### config.mk
export PLATFORM = sky130hd
export DESIGN_NAME = instr_fetch_buffer
export DESIGN_NICKNAME = d
export VERILOG_FILES = /design/src/rtl/rv32_fetch_pkg.sv /design/src/rtl/fetch_fifo.sv /design/src/rtl/instr_fetch_buffer.sv
export SDC_FILE = /design/constraint.sdc
export NUM_CORES = 1
export LEC_CHECK = 0
export CAP_MARGIN = 40
export CORE_MARGIN = 5
export CORE_UTILIZATION = 30
export DETAILED_ROUTE_END_ITERATION = 6
export GPL_TIMING_DRIVEN = 0
export HOLD_SLACK_MARGIN = 0.02
export PLACE_DENSITY_LB_ADDON = 0.1
export SYNTH_ARGS = -nofsm -noshare
export SYNTH_HDL_FRONTEND = slang
export SYNTH_SLANG_ARGS = --single-unit
export TNS_END_PERCENT = 30
### constraint.sdc
create_clock -name clk -period 5.01 [get_ports clk]
set_clock_uncertainty 0.05 [all_clocks]
set_input_delay 1.002 -clock clk [delete_from_list [all_inputs] [get_ports clk]]
set_output_delay 1.002 -clock clk [all_outputs]
set_load 0.01 [all_outputs]
### src/rtl/rv32_fetch_pkg.sv
// Shared constants and the queue entry type for the instruction fetch buffer.
package rv32_fetch_pkg;

  localparam int unsigned XLEN = 32;

  // add x0,x0,x0 -- presented downstream whenever no instruction is valid
  localparam logic [XLEN-1:0] NOP = 32'h0000_0033;

  typedef struct packed {
    logic [XLEN-1:0] pc;
    logic [XLEN-1:0] inst;
  } fetch_entry_t;

endpackage

### src/rtl/fetch_fifo.sv
// Prefetch queue: circular buffer with push, pop and a same-edge flush.
module fetch_fifo
  import rv32_fetch_pkg::*;
#(
  parameter int unsigned Depth = 4,
  localparam int unsigned PtrW = $clog2(Depth),
  localparam int unsigned CntW = PtrW + 1
) (
  input  logic            clk_i,
  input  logic            rst_i,
  input  logic            flush_i,
  input  logic            push_i,
  input  fetch_entry_t    push_data_i,
  input  logic            pop_i,
  output fetch_entry_t    head_o,
  output logic [CntW-1:0] count_o,
  output logic            full_o,
  output logic            empty_o
);

  fetch_entry_t    mem_q [Depth];
  fetch_entry_t    mem_d [Depth];
  logic [PtrW-1:0] wr_ptr_q, wr_ptr_d;
  logic [PtrW-1:0] rd_ptr_q, rd_ptr_d;
  logic [CntW-1:0] count_q, count_d;

  assign head_o  = mem_q[rd_ptr_q];
  assign count_o = count_q;
  assign full_o  = (count_q == CntW'(Depth));
  assign empty_o = (count_q == '0);

  // Next-state for pointers, occupancy and storage; flush wins over push/pop.
  always_comb begin
    mem_d    = mem_q;
    wr_ptr_d = wr_ptr_q;
    rd_ptr_d = rd_ptr_q;
    count_d  = count_q;
    if (rst_i || flush_i) begin
      wr_ptr_d = '0;
      rd_ptr_d = '0;
      count_d  = '0;
    end else begin
      if (push_i) begin
        mem_d[wr_ptr_q] = push_data_i;
        wr_ptr_d        = wr_ptr_q + PtrW'(1);
      end
      if (pop_i) begin
        rd_ptr_d = rd_ptr_q + PtrW'(1);
      end
      unique case ({push_i, pop_i})
        2'b10:   count_d = count_q + CntW'(1);
        2'b01:   count_d = count_q - CntW'(1);
        default: count_d = count_q;
      endcase
    end
  end

  // State register; entry contents need no reset.
  always_ff @(posedge clk_i) begin
    mem_q    <= mem_d;
    wr_ptr_q <= wr_ptr_d;
    rd_ptr_q <= rd_ptr_d;
    count_q  <= count_d;
  end

  // The fetch credit rule must make a push into a full queue unreachable.
  push_on_full: assert property (@(posedge clk_i) disable iff (rst_i) !(push_i && full_o))
    else $error("fetch_fifo: push while full");

endmodule

### src/rtl/instr_fetch_buffer.sv
// Instruction fetch unit: credit-limited prefetch into a small queue, with
// epoch tagging so responses issued before a redirect are dropped.
module instr_fetch_buffer
  import rv32_fetch_pkg::*;
#(
  parameter int unsigned     DEPTH    = 4,
  parameter logic [XLEN-1:0] RESET_PC = 32'h0000_0000
) (
  input  logic            clk,
  input  logic            rst,
  output logic            imem_req,
  output logic [XLEN-1:0] imem_addr,
  input  logic            imem_valid,
  input  logic [XLEN-1:0] imem_rdata,
  input  logic            redirect,
  input  logic [XLEN-1:0] redirect_pc,
  input  logic            stall,
  output logic            out_valid,
  output logic [XLEN-1:0] out_inst,
  output logic [XLEN-1:0] out_pc,
  output logic [XLEN-1:0] out_pc4
);

  localparam int unsigned CntW = $clog2(DEPTH) + 1;

  logic [XLEN-1:0] fetch_pc_q, fetch_pc_d;
  logic            inflight_q, inflight_d;
  logic            inflight_epoch_q, inflight_epoch_d;
  logic [XLEN-1:0] inflight_pc_q, inflight_pc_d;
  logic            epoch_q, epoch_d;
  logic [XLEN-1:0] last_pc_q, last_pc_d;
  logic [XLEN-1:0] last_pc4_q, last_pc4_d;

  logic [CntW-1:0] count;
  logic [CntW:0]   occupancy;
  logic            fifo_full;
  logic            fifo_empty;
  logic            push;
  logic            pop;
  fetch_entry_t    head;
  fetch_entry_t    push_data;

  // Request, push and pop qualification plus the downstream view of the head.
  always_comb begin
    occupancy = {1'b0, count} + (CntW + 1)'(inflight_q);
    imem_req  = !rst && !redirect && (occupancy < (CntW + 1)'(DEPTH));
    imem_addr = fetch_pc_q;
    push      = !rst && !redirect && inflight_q && imem_valid &&
                (inflight_epoch_q == epoch_q);
    push_data = '{pc: inflight_pc_q, inst: imem_rdata};
    out_valid = !rst && !redirect && !fifo_empty;
    pop       = out_valid && !stall;
    out_inst  = out_valid ? head.inst : NOP;
    out_pc    = out_valid ? head.pc : last_pc_q;
    out_pc4   = out_valid ? head.pc + 32'd4 : last_pc4_q;
  end

  // Next-state for PC, epoch and in-flight tracking; reset over redirect over fetch.
  always_comb begin
    fetch_pc_d       = fetch_pc_q;
    epoch_d          = epoch_q;
    inflight_d       = imem_req;
    inflight_epoch_d = epoch_q;
    inflight_pc_d    = fetch_pc_q;
    last_pc_d        = out_pc;
    last_pc4_d       = out_pc4;
    if (rst) begin
      fetch_pc_d = RESET_PC;
      epoch_d    = 1'b0;
      inflight_d = 1'b0;
      last_pc_d  = '0;
      last_pc4_d = '0;
    end else if (redirect) begin
      fetch_pc_d = redirect_pc;
      epoch_d    = !epoch_q;
    end else if (imem_req) begin
      fetch_pc_d = fetch_pc_q + 32'd4;
    end
  end

  // State register.
  always_ff @(posedge clk) begin
    fetch_pc_q       <= fetch_pc_d;
    epoch_q          <= epoch_d;
    inflight_q       <= inflight_d;
    inflight_epoch_q <= inflight_epoch_d;
    inflight_pc_q    <= inflight_pc_d;
    last_pc_q        <= last_pc_d;
    last_pc4_q       <= last_pc4_d;
  end

  fetch_fifo #(
    .Depth(DEPTH)
  ) u_fifo (
    .clk_i      (clk),
    .rst_i      (rst),
    .flush_i    (redirect),
    .push_i     (push),
    .push_data_i(push_data),
    .pop_i      (pop),
    .head_o     (head),
    .count_o    (count),
    .full_o     (fifo_full),
    .empty_o    (fifo_empty)
  );

endmodule

==> run_results.csv, run 1 <==
group,metric,value,unit
power_and_ir_drop,p_int,5.479,mW
min_path,hold_start,"imem_addr[0]",
cts,htreeDepth,2,
place,port_buffers,197,
sta,hold_viol,0,
critical_path,critPathTopFamily,"buffers and inverters",
critical_path,rrSetupSlack,2150,ps
critical_path,r2r_start,"u_fifo.rd_ptr_q[0]",
floorplanning,core,51200,sq um
synthesis,yosysUniqueCellTypes,60,
place,dp_cells,1993,
cts,ctsRootBufferMaster,"clkbuf_16",
critical_path,r2r-end,"last_pc4_q[22]",
synthesis,synth_area_per_cell,13.95,sq um
critical_path,slowest_delay,550,ps
sta,min_period,4870,ps
min_path,worstHoldPathType,"reg -> reg",
power_and_ir_drop,power.switching,1.496,mW
power_and_ir_drop,peakVddDrop,0.0002176,V
critical_path,path_cells,"clkbuf_1 -> or2_1 -> or2_4 -> clkbuf_1 -> clkbuf_1 -> nor2_1 -> nor2_1 -> clkdlybuf4s50_1",
detailed_routing,routed-wl-met2,21210,um
synthesis,yosysMostFrequentCell,"edfxtp_1",
floorplanning,die_h,237.1,um
detailed_routing,drc,0,
global_routing,grt_max_degree,37,
synthesis,synth_top_area_frac,0.4968,
job,drv_cap,0,
cts,clkTransAtPathRegs,60,ps
detailed_routing,dr.max_layer_used,"met4",
floorplanning,initial_core_util,0.3022,
floorplanning,die_w,237.1,um
critical_path,start_kind,"primary input",
synthesis,synth_cells,1109,
detailed_routing,wire_per_inst,21.36,um
min_path,min_to,"inflight_pc_q[0]",
power_and_ir_drop,leakage,6.702,nW
critical_path,cp.arrival,3820,ps
synthesis,yosysTopAreaCell,"edfxtp_1",
critical_path,reg2regPathDepth,8,
power_and_ir_drop,swShare,0.2145,
cts,clock_tree.buffer_depth,3,
global_routing,grt_pass1_vias,10210,
synthesis,synth_commonest_cells,"256 x edfxtp_1, 142 x nand2_1, 138 x dfxtp_1",
synthesis,syn_nets,1186,
detailed_routing,wl_met3,2050,um
detailed_routing,wl_met1,20010,um
cts,hold_buffers,0,
global_routing,overflow,0,
layout,drive_above_1_share,0.1275,
synthesis,synth-async-reset-ratio,0,
detailed_routing,firstDrtPassIters,5,
sta,finalSetupViolCount,0,
detailed_routing,drtIter0Drc,586,
critical_path,crit_required,3960,ps
synthesis,synth_seq_cells,394,
global_routing,track_usage,0.1538,
synthesis,synth_area,15470,sq um
layout,area_growth,28.63,%
power_and_ir_drop,finalPower,6.975,mW
sta,setup_tns,0,ps
cts,cts_tree,"built",
sta,timing.final.crit_share,0.9721,
sta,setup_ws,139.5,ps
sta,maxSlewViolCount,0,
detailed_routing,ant_nets,0,
power_and_ir_drop,sequentialPowerShare,0.510,
min_path,hold_path_depth,0,
synthesis,synth-seq-area-share,0.6754,
synthesis,yosys_most_used_dff,"edfxtp_1",
critical_path,cp-end-kind,"output pin",
sta,timing.hold.ws,344.2,ps
sta,rsz0062_at_grt,"true",
synthesis,yosys_warnings,0,
cts,clk_latency,580,ps
cts,cts_sinks,394,
synthesis,synth_edf_count,256,
layout,nNetsFinal,1436,
layout,diodes,0,
critical_path,crit_buf_inv,4,
cts,cts_buffers,45,
floorplanning,dieArea,56220,sq um
power_and_ir_drop,p_clk_frac,0.457,
critical_path,cp_slowest_cell,"clkdlybuf4s50_1",
detailed_routing,num_vias,9931,
detailed_routing,drt_wl_total,44350,um
run_status,status,"finished, final reports clean",
critical_path,cp_common_cell,"clkbuf_1",
critical_path,critPathKind,"in -> out",
sta,fmax,205.3,MHz
place,dpl.hpwl,31190,um
power_and_ir_drop,power.density,350.5,nW/um^2
place,gp_congestion,0.8202,
sta,timing.slew.headroom,0.4654,
detailed_routing,routed_via_density,4.784,
global_routing,antenna_found_initial,0,
floorplanning,io_pins,199,
synthesis,synth.top_cells.by_area,"edfxtp_1 50%, dfxtp_1 18%, mux4_2 9.2%",
global_routing,grt_pass1_wl,65670,um
critical_path,critPathMaxFanout,10,
place,place_worst_setup_slack,-795.6,ps
layout,final_cell_count_no_fill,2076,
floorplanning,row_count,83,
sta,worstMarginPinSlew,794.6,ps
power_and_ir_drop,pwr-share-comb,0.033,
==> power by group through the flow <==
stage	combinational [mW]	sequential, mW	clock (mW)
2_1_floorplan	0.0774	3.61	0
3_3_place_gp	0.229	3.62	0
3_5_place_dp	0.233	3.62	0
4_1_cts	0.235	3.55	3.30
5_1_grt	0.250	3.56	3.43
6_report	0.231	3.56	3.19
==> layer usage <==
metal,up-vias,GRT usage
met2,243,0.2514
met3,73,0.03121
met5,-,0
met1,4951,0.2091
li1,4664,-
met4,0,0.04443
==> final cells by class <==
| type | instances | area (sq um) |
|---|---|---|
| tap | 680 | 850.8 |
| inverter | 21 | 78.83 |
| sequential | 394 | 10450 |
| timing repair buffer | 205 | 2113 |
| clock inverter | 17 | 163.9 |
| buffer | 55 | 267.8 |
| clock buffer | 67 | 1270 |
| fill | 4850 | 31300 |
| multi-input combinational | 637 | 4707 |
==> metrics by stage <==
step | area, sq um | utilization
6_report | 19900 | 0.3887
3_5_place_dp | 18440 | 0.3602
5_1_grt | 19900 | 0.3887
4_1_cts | 19890 | 0.3885
3_3_place_gp | 18300 | 0.3573
2_1_floorplan | 15470 | -
==> cell families after synthesis <==
logic type	after synthesis	synth area share
AOI/OAI and AO/OA	160	0.06235
xor gates and xnor gates	36	0.02038
adders and majority gates	8	0.006954
buffers and inverters	78	0.02151
DFF	394	0.6754
muxes	68	0.09607
and+or+nand+nor	365	0.1173
==> sequential cells by signal (all words and copies together), names as in the netlist, 2 cells and up <==
| signal | count |
|---|---|
| u_fifo.rd_ptr_q | 2 |
| last_pc_q | 32 |
| u_fifo.count_o | 3 |
| last_pc4_q | 32 |
| u_fifo.wr_ptr_q | 2 |
| u_fifo.mem_q | 256 |
| inflight_pc_q | 32 |
| imem_addr | 32 |
==> what timing repair did <==
action,in CTS,in global routing
gates resized for setup,10,7
hold endpoints to repair,0,0
setup buffers,0,0
endpoints found under the setup margin,78,38
==> layout by cell type, fill, tap and decap left out, types with 37 or more instances in the layout <==
cell and instances:
a21oi_1 73, and2_1 37, clkbuf_1 47, clkbuf_16 46
clkdlybuf4s50_1 197, dfxtp_1 138, edfxtp_1 256, mux4_2 63
nand2_1 142, nor2_1 65
==> how the worst max path moves through the flow <==
stage	start	to	cells after the start
finish	rst	out_pc4[18]	8
global route	rst	out_pc[2]	8
CTS	u_fifo.rd_ptr_q[1]	out_inst[5]	7
detailed placement	redirect	out_inst[7]	10
global placement	redirect	u_fifo.mem_q[210]	4
floorplan	rst	u_fifo.mem_q[0]	4
(Power assumes the default switching activity.)
==> inputs of run 2 (changes only) <==
--- a/config.mk
+++ b/config.mk
@@ -5,12 +5,14 @@
 export SDC_FILE = /design/constraint.sdc
 export NUM_CORES = 1
 export LEC_CHECK = 0
-export CAP_MARGIN = 40
+export ABC_CLOCK_PERIOD_IN_PS = 5010
+export CAP_MARGIN = 20
 export CORE_MARGIN = 5
 export CORE_UTILIZATION = 30
 export DETAILED_ROUTE_END_ITERATION = 6
 export GPL_TIMING_DRIVEN = 0
 export HOLD_SLACK_MARGIN = 0.02
+export MAX_ROUTING_LAYER = met4
 export PLACE_DENSITY_LB_ADDON = 0.1
 export SYNTH_ARGS = -nofsm -noshare
 export SYNTH_HDL_FRONTEND = slang
==> run_results.csv, run 2 (synthesis gave the netlist of run 1 again) <==
group,metric,value,unit
run_status,status,"finished, final reports clean",
global_routing,antenna_found_initial,1,
detailed_routing,routed_via_density,4.809,
cts,hold_buffers,0,
detailed_routing,drt_wl_total,44300,um
detailed_routing,drc,0,
critical_path,worst-path-stages,9,
critical_path,cp_common_cell,"clkdlybuf4s50_1",
sta,rsz0062_at_grt,"false",
floorplanning,initial_core_util,0.3022,
critical_path,slowest_delay,560,ps
sta,maxSlewViolCount,0,
global_routing,overflow,0,
min_path,worstHoldPathType,"reg -> reg",
layout,area_growth,28.35,%
sta,timing.slew.headroom,0.2953,
sta,worstMarginPinSlew,1057,ps
sta,min_period,4890,ps
cts,cts_buffers,44,
critical_path,cp-end-kind,"output pin",
critical_path,critPathTopFamily,"buffers and inverters",
power_and_ir_drop,finalPower,6.918,mW
power_and_ir_drop,power.density,348.3,nW/um^2
place,port_buffers,197,
floorplanning,die_w,237.1,um
global_routing,track_usage,0.1591,
detailed_routing,drtIter0Drc,677,
floorplanning,core,51200,sq um
power_and_ir_drop,leakage,6.678,nW
global_routing,grt_pass1_vias,10190,
critical_path,critPathMaxFanout,10,
critical_path,rrSetupSlack,2210,ps
cts,cts_tree,"built",
critical_path,cp_slowest_cell,"clkdlybuf4s50_1",
critical_path,r2r-end,"last_pc4_q[22]",
sta,finalSetupViolCount,0,
place,dpl.hpwl,30910,um
cts,clk_latency,580,ps
detailed_routing,firstDrtPassIters,5,
critical_path,critPathKind,"in -> out",
layout,drive_above_1_share,0.1271,
critical_path,crit_end,"out_inst[7]",
floorplanning,io_pins,199,
critical_path,start_kind,"primary input",
layout,mostFrequentLayoutCells,"256 x edfxtp_1, 197 x clkdlybuf4s50_1, 142 x nand2_1",
job,drv_cap,0,
global_routing,grt_max_degree,52,
layout,n_fill_cell,4877,
cts,htreeDepth,2,
global_routing,grt_pass1_wl,65880,um
detailed_routing,ant_nets,0,
floorplanning,die_h,237.1,um
critical_path,critPathLaunch,"redirect",
critical_path,reg2regPathDepth,8,
floorplanning,row_count,83,
detailed_routing,wire_per_inst,21.37,um
sta,timing.final.crit_share,0.9760,
place,place_worst_setup_slack,-768.2,ps
cts,clock_tree.buffer_depth,3,
layout,final_common_cell,"edfxtp_1",
sta,hold_viol,0,
cts,cts_sinks,394,
layout,top_register,"u_fifo.mem_q",
critical_path,r2r_start,"u_fifo.rd_ptr_q[0]",
cts,clkTransAtPathRegs,60,ps
critical_path,crit_buf_inv,6,
cts,ctsRootBufferMaster,"clkbuf_16",
place,gp_congestion,0.8325,
floorplanning,dieArea,56220,sq um
layout,diodes,0,
critical_path,cp.arrival,3840,ps
power_and_ir_drop,peakVddDrop,0.0001901,V
critical_path,path_cells,"clkdlybuf4s50_1 -> or2_1 -> or2_4 -> inv_2 -> buf_2 -> buf_4 -> clkbuf_4 -> and2_1 -> clkdlybuf4s50_1",
layout,largest_reg_flops,256,
critical_path,crit_required,3960,ps
layout,nNetsFinal,1434,
sta,fmax,204.5,MHz
detailed_routing,num_vias,9969,
sta,setup_ws,120.0,ps
-- run 2: cell types whose count changed in the layout (fill, tap and decap cells not counted), sizes merged --
cell / delta
buf: -3
clkbuf: -1
inv: +1
-- run 2: final cells by class --
| type | instances | area, sq um | share of cell area |
|---|---|---|---|
| Buffer | 56 | 281.5 | 0.01418 |
| Clock buffer | 64 | 1226 | 0.06174 |
| Clock inverter | 18 | 175.2 | 0.008821 |
| Inverter | 21 | 78.83 | 0.003969 |
| Multi-Input combinational cell | 637 | 4707 | 0.2370 |
| Sequential cell | 394 | 10450 | 0.5262 |
| Tap cell | 680 | 850.8 | 0.04284 |
| Timing Repair Buffer | 203 | 2090 | 0.1052 |
-- run 2: what timing repair did --
| item | in CTS | in global routing |
|---|---|---|
| pin swaps | 0 | 1 |
| hold endpoints to repair | 0 | 0 |
| setup buffers | 0 | 2 |
| endpoints found under the setup margin | 78 | 19 |
| gates cloned | 0 | 0 |
| gates resized for setup | 13 | 7 |
-- run 2: worst register-to-register path: cells and delay by family, from the launching register on --
family	cells	cell delay (ps)
compound gates	2	470
fa+ha+maj	1	340
buf+inv	1	220
flops	1	410
mux	1	370
simple gates	3	820
-- run 2: worst min-delay path by stage --
stage | start | cells after the start | slack [ps] | end
after floorplan | epoch_q | 0 | 320 | inflight_epoch_q
after global placement | epoch_q | 0 | 340 | inflight_epoch_q
after detailed placement | imem_addr[0] | 0 | 340 | inflight_pc_q[0]
after CTS | epoch_q | 0 | 360 | inflight_epoch_q
after global routing | imem_addr[0] | 0 | 360 | inflight_pc_q[0]
final | epoch_q | 0 | 360 | inflight_epoch_q
-- run 2: metrics by stage --
step / utilization / area, sq um / instances / setup TNS (ps) / hold slack [ps]
floorplan: - / 15470 / 1109 / 0 / 324.1
global placement: 0.3573 / 18300 / 1986 / -319990 / 338.1
detailed placement: 0.3595 / 18410 / 1990 / -38560 / 342.3
CTS: 0.3873 / 19830 / 2071 / 0 / 356.0
global route: 0.3879 / 19860 / 2073 / 0 / 361.3
finish: 0.3879 / 19860 / 2073 / 0 / 356.7
-- run 2: per-layer routing --
metal | track usage | vias to the layer above | part of all wire
met5 | - | - | 0
met4 | 0.04933 | 0 | 0.025
met3 | 0.02283 | 67 | 0.039
met2 | 0.2511 | 240 | 0.47
met1 | 0.2143 | 5004 | 0.46
li1 | - | 4658 | -
-- run 2: power breakdown --
group	total (mW)	internal (mW)	switching, mW
logic	0.228	0.111	0.117
registers	3.56	3.50	0.0573
clock network	3.13	1.82	1.32
total	6.92	5.43	1.49
==> inputs of run 3 (changes only) <==
--- a/config.mk
+++ b/config.mk
@@ -6,7 +6,7 @@
 export NUM_CORES = 1
 export LEC_CHECK = 0
 export ABC_CLOCK_PERIOD_IN_PS = 5010
-export CAP_MARGIN = 20
+export CAP_MARGIN = 10
 export CORE_MARGIN = 5
 export CORE_UTILIZATION = 30
 export DETAILED_ROUTE_END_ITERATION = 6
@@ -16,5 +16,6 @@
 export PLACE_DENSITY_LB_ADDON = 0.1
 export SYNTH_ARGS = -nofsm -noshare
 export SYNTH_HDL_FRONTEND = slang
+export SYNTH_HIERARCHICAL = 1
 export SYNTH_SLANG_ARGS = --single-unit
 export TNS_END_PERCENT = 30
==> run_results.csv, run 3 <==
group,metric,value,unit
run_status,status,"finished, final reports clean",
place,dpl.hpwl,31510,um
sta,rsz0062_at_grt,"true",
cts,cts_buffers,46,
critical_path,rrSetupSlack,1800,ps
critical_path,path_cells,"clkdlybuf4s50_1 -> buf_2 -> or3_4 -> inv_1 -> buf_2 -> buf_2 -> nor2_1 -> nor2_1 -> clkdlybuf4s50_1",
detailed_routing,wire_per_inst,21.61,um
synthesis,synth_area,15530,sq um
cts,clkTransAtPathRegs,60,ps
sta,fmax,204.1,MHz
power_and_ir_drop,power.density,356.8,nW/um^2
global_routing,overflow,0,
min_path,hold_path_depth,0,
critical_path,crit_buf_inv,6,
sta,finalSetupViolCount,0,
cts,hold_buffers,0,
power_and_ir_drop,finalPower,7.218,mW
cts,htreeDepth,2,
critical_path,critPathTopFamily,"buffers and inverters",
global_routing,grt_max_degree,38,
cts,cts_tree,"built",
sta,min_period,4900,ps
floorplanning,dieArea,56430,sq um
sta,setup_tns,0,ps
layout,multi_input_area,4790,sq um
global_routing,use_met3,0.03121,
sta,maxSlewViolCount,0,
layout,n_fill_cell,4948,
global_routing,gr-usage-met2,0.2530,
layout,top_register,"u_fifo/mem_q",
sta,timing.hold.ws,336.6,ps
critical_path,r2r-end,"u_fifo/count_o[2]",
critical_path,cp-end-kind,"output pin",
place,place_area,18500,sq um
floorplanning,row_count,83,
sta,hold_viol,0,
detailed_routing,drt_wl_total,45140,um
sta,timing.slew.headroom,0.3649,
synthesis,synth_area_per_cell,13.94,sq um
power_and_ir_drop,peakVddDrop,0.0002638,V
layout,final_common_cell,"edfxtp_1",
floorplanning,initial_core_util,0.3028,
detailed_routing,drc,0,
critical_path,critPathMaxFanout,10,
layout,final_cell_area,20230,sq um
floorplanning,io_pins,199,
place,port_buffers,198,
synthesis,syn_nets,1191,
layout,drive_above_1_share,0.1500,
power_and_ir_drop,leakage,6.851,nW
detailed_routing,num_vias,9886,
synthesis,synth_cells,1114,
cts,ctsRootBufferMaster,"clkbuf_16",
layout,largest_reg_flops,256,
global_routing,track_usage,0.1624,
global_routing,gr-usage-met1,0.2207,
critical_path,critPathKind,"in -> out",
global_routing,grt_pass1_vias,10090,
detailed_routing,ant_nets,0,
floorplanning,die_h,237.6,um
min_path,min_to,"inflight_pc_q[1]",
layout,area_growth,30.24,%
layout,postLayoutCoreUtil,0.3943,
detailed_routing,drtIter0Drc,620,
cts,clock_tree.buffer_depth,3,
cts,clk_latency,570,ps
layout,mostFrequentLayoutCells,"256 x edfxtp_1, 193 x clkdlybuf4s50_1, 149 x nand2_1",
critical_path,start_kind,"primary input",
detailed_routing,routed_via_density,4.732,
critical_path,cp_slowest_cell,"clkdlybuf4s50_1",
floorplanning,core,51300,sq um
job,drv_cap,0,
sta,timing.final.crit_share,0.9780,
layout,nNetsFinal,1446,
critical_path,cp.arrival,3850,ps
critical_path,r2r_start,"u_fifo/count_o[0]",
floorplanning,die_w,237.6,um
global_routing,grt_pass1_wl,66560,um
synthesis,yosys_warnings,6,
critical_path,slowest_delay,610,ps
critical_path,crit_required,3960,ps
detailed_routing,firstDrtPassIters,5,
global_routing,antenna_found_initial,1,
global_routing,busiest_layer,"met2",
sta,worstMarginPinSlew,952.6,ps
min_path,hold_start,"imem_addr[1]",
layout,seq_area,10450,sq um
min_path,worstHoldPathType,"reg -> reg",
place,gp_congestion,0.7607,
cts,cts_sinks,394,
critical_path,cp_common_cell,"buf_2",
critical_path,reg2regPathDepth,11,
==> run 3: routing by layer <==
metal	wire, um	part of all wire	vias to the layer above
met5	0	0	-
met4	872	0.019	0
met3	2228	0.049	66
met2	21280	0.47	237
met1	20760	0.46	4944
li1	-	-	4639
==> run 3: per-stage QoR <==
stage / setup WS [ps] / instances
after global routing: -59.58 / 2088
after floorplan: 755.4 / 1114
after CTS: -4.280 / 2085
final: 110.3 / 2089
after detailed placement: -612.4 / 1996
after global placement: -2299 / 1992
==> run 3: final cells by class <==
type | count | share of cell area
flip-flops and latches | 394 | 0.5166
multi-input cells | 635 | 0.2367
repair buffers | 208 | 0.1054
clock buffers | 54 | 0.05888
well taps | 680 | 0.04206
clock inverters | 32 | 0.01899
plain buffers | 56 | 0.01583
inverters | 28 | 0.005257
diodes | 2 | 0.0002474
==> run 3: report_power, final <==
part / internal (mW) / switching [mW] / leakage [nW]
Sequential: 3.49 / 0.0552 / 3.46
Clock: 2.12 / 1.33 / 0.771
Combinational: 0.110 / 0.104 / 2.62
==> run 3: how the worst max path moves through the flow <==
stage                                  start           endpoint  slack (ps)  depth (start not counted)
after global placement              redirect  u_fifo/mem_q[208]       -2300                          5
final                                    rst        out_pc4[28]         110                          9
after detailed placement            redirect         out_pc[30]        -610                          8
after global routing      u_fifo/rd_ptr_q[0]        out_pc4[23]         -60                          9
after floorplan                     redirect    u_fifo/mem_q[0]         760                          4
after CTS                 u_fifo/rd_ptr_q[0]        out_pc4[20]          -4                         11
==> run 3: what timing repair did <==
action | CTS | global route
endpoints found under the hold margin | 0 | 0
setup buffers | 4 | 1
gates resized for setup | 32 | 6
pin swaps | 2 | 1
endpoints found under the setup margin | 85 | 7
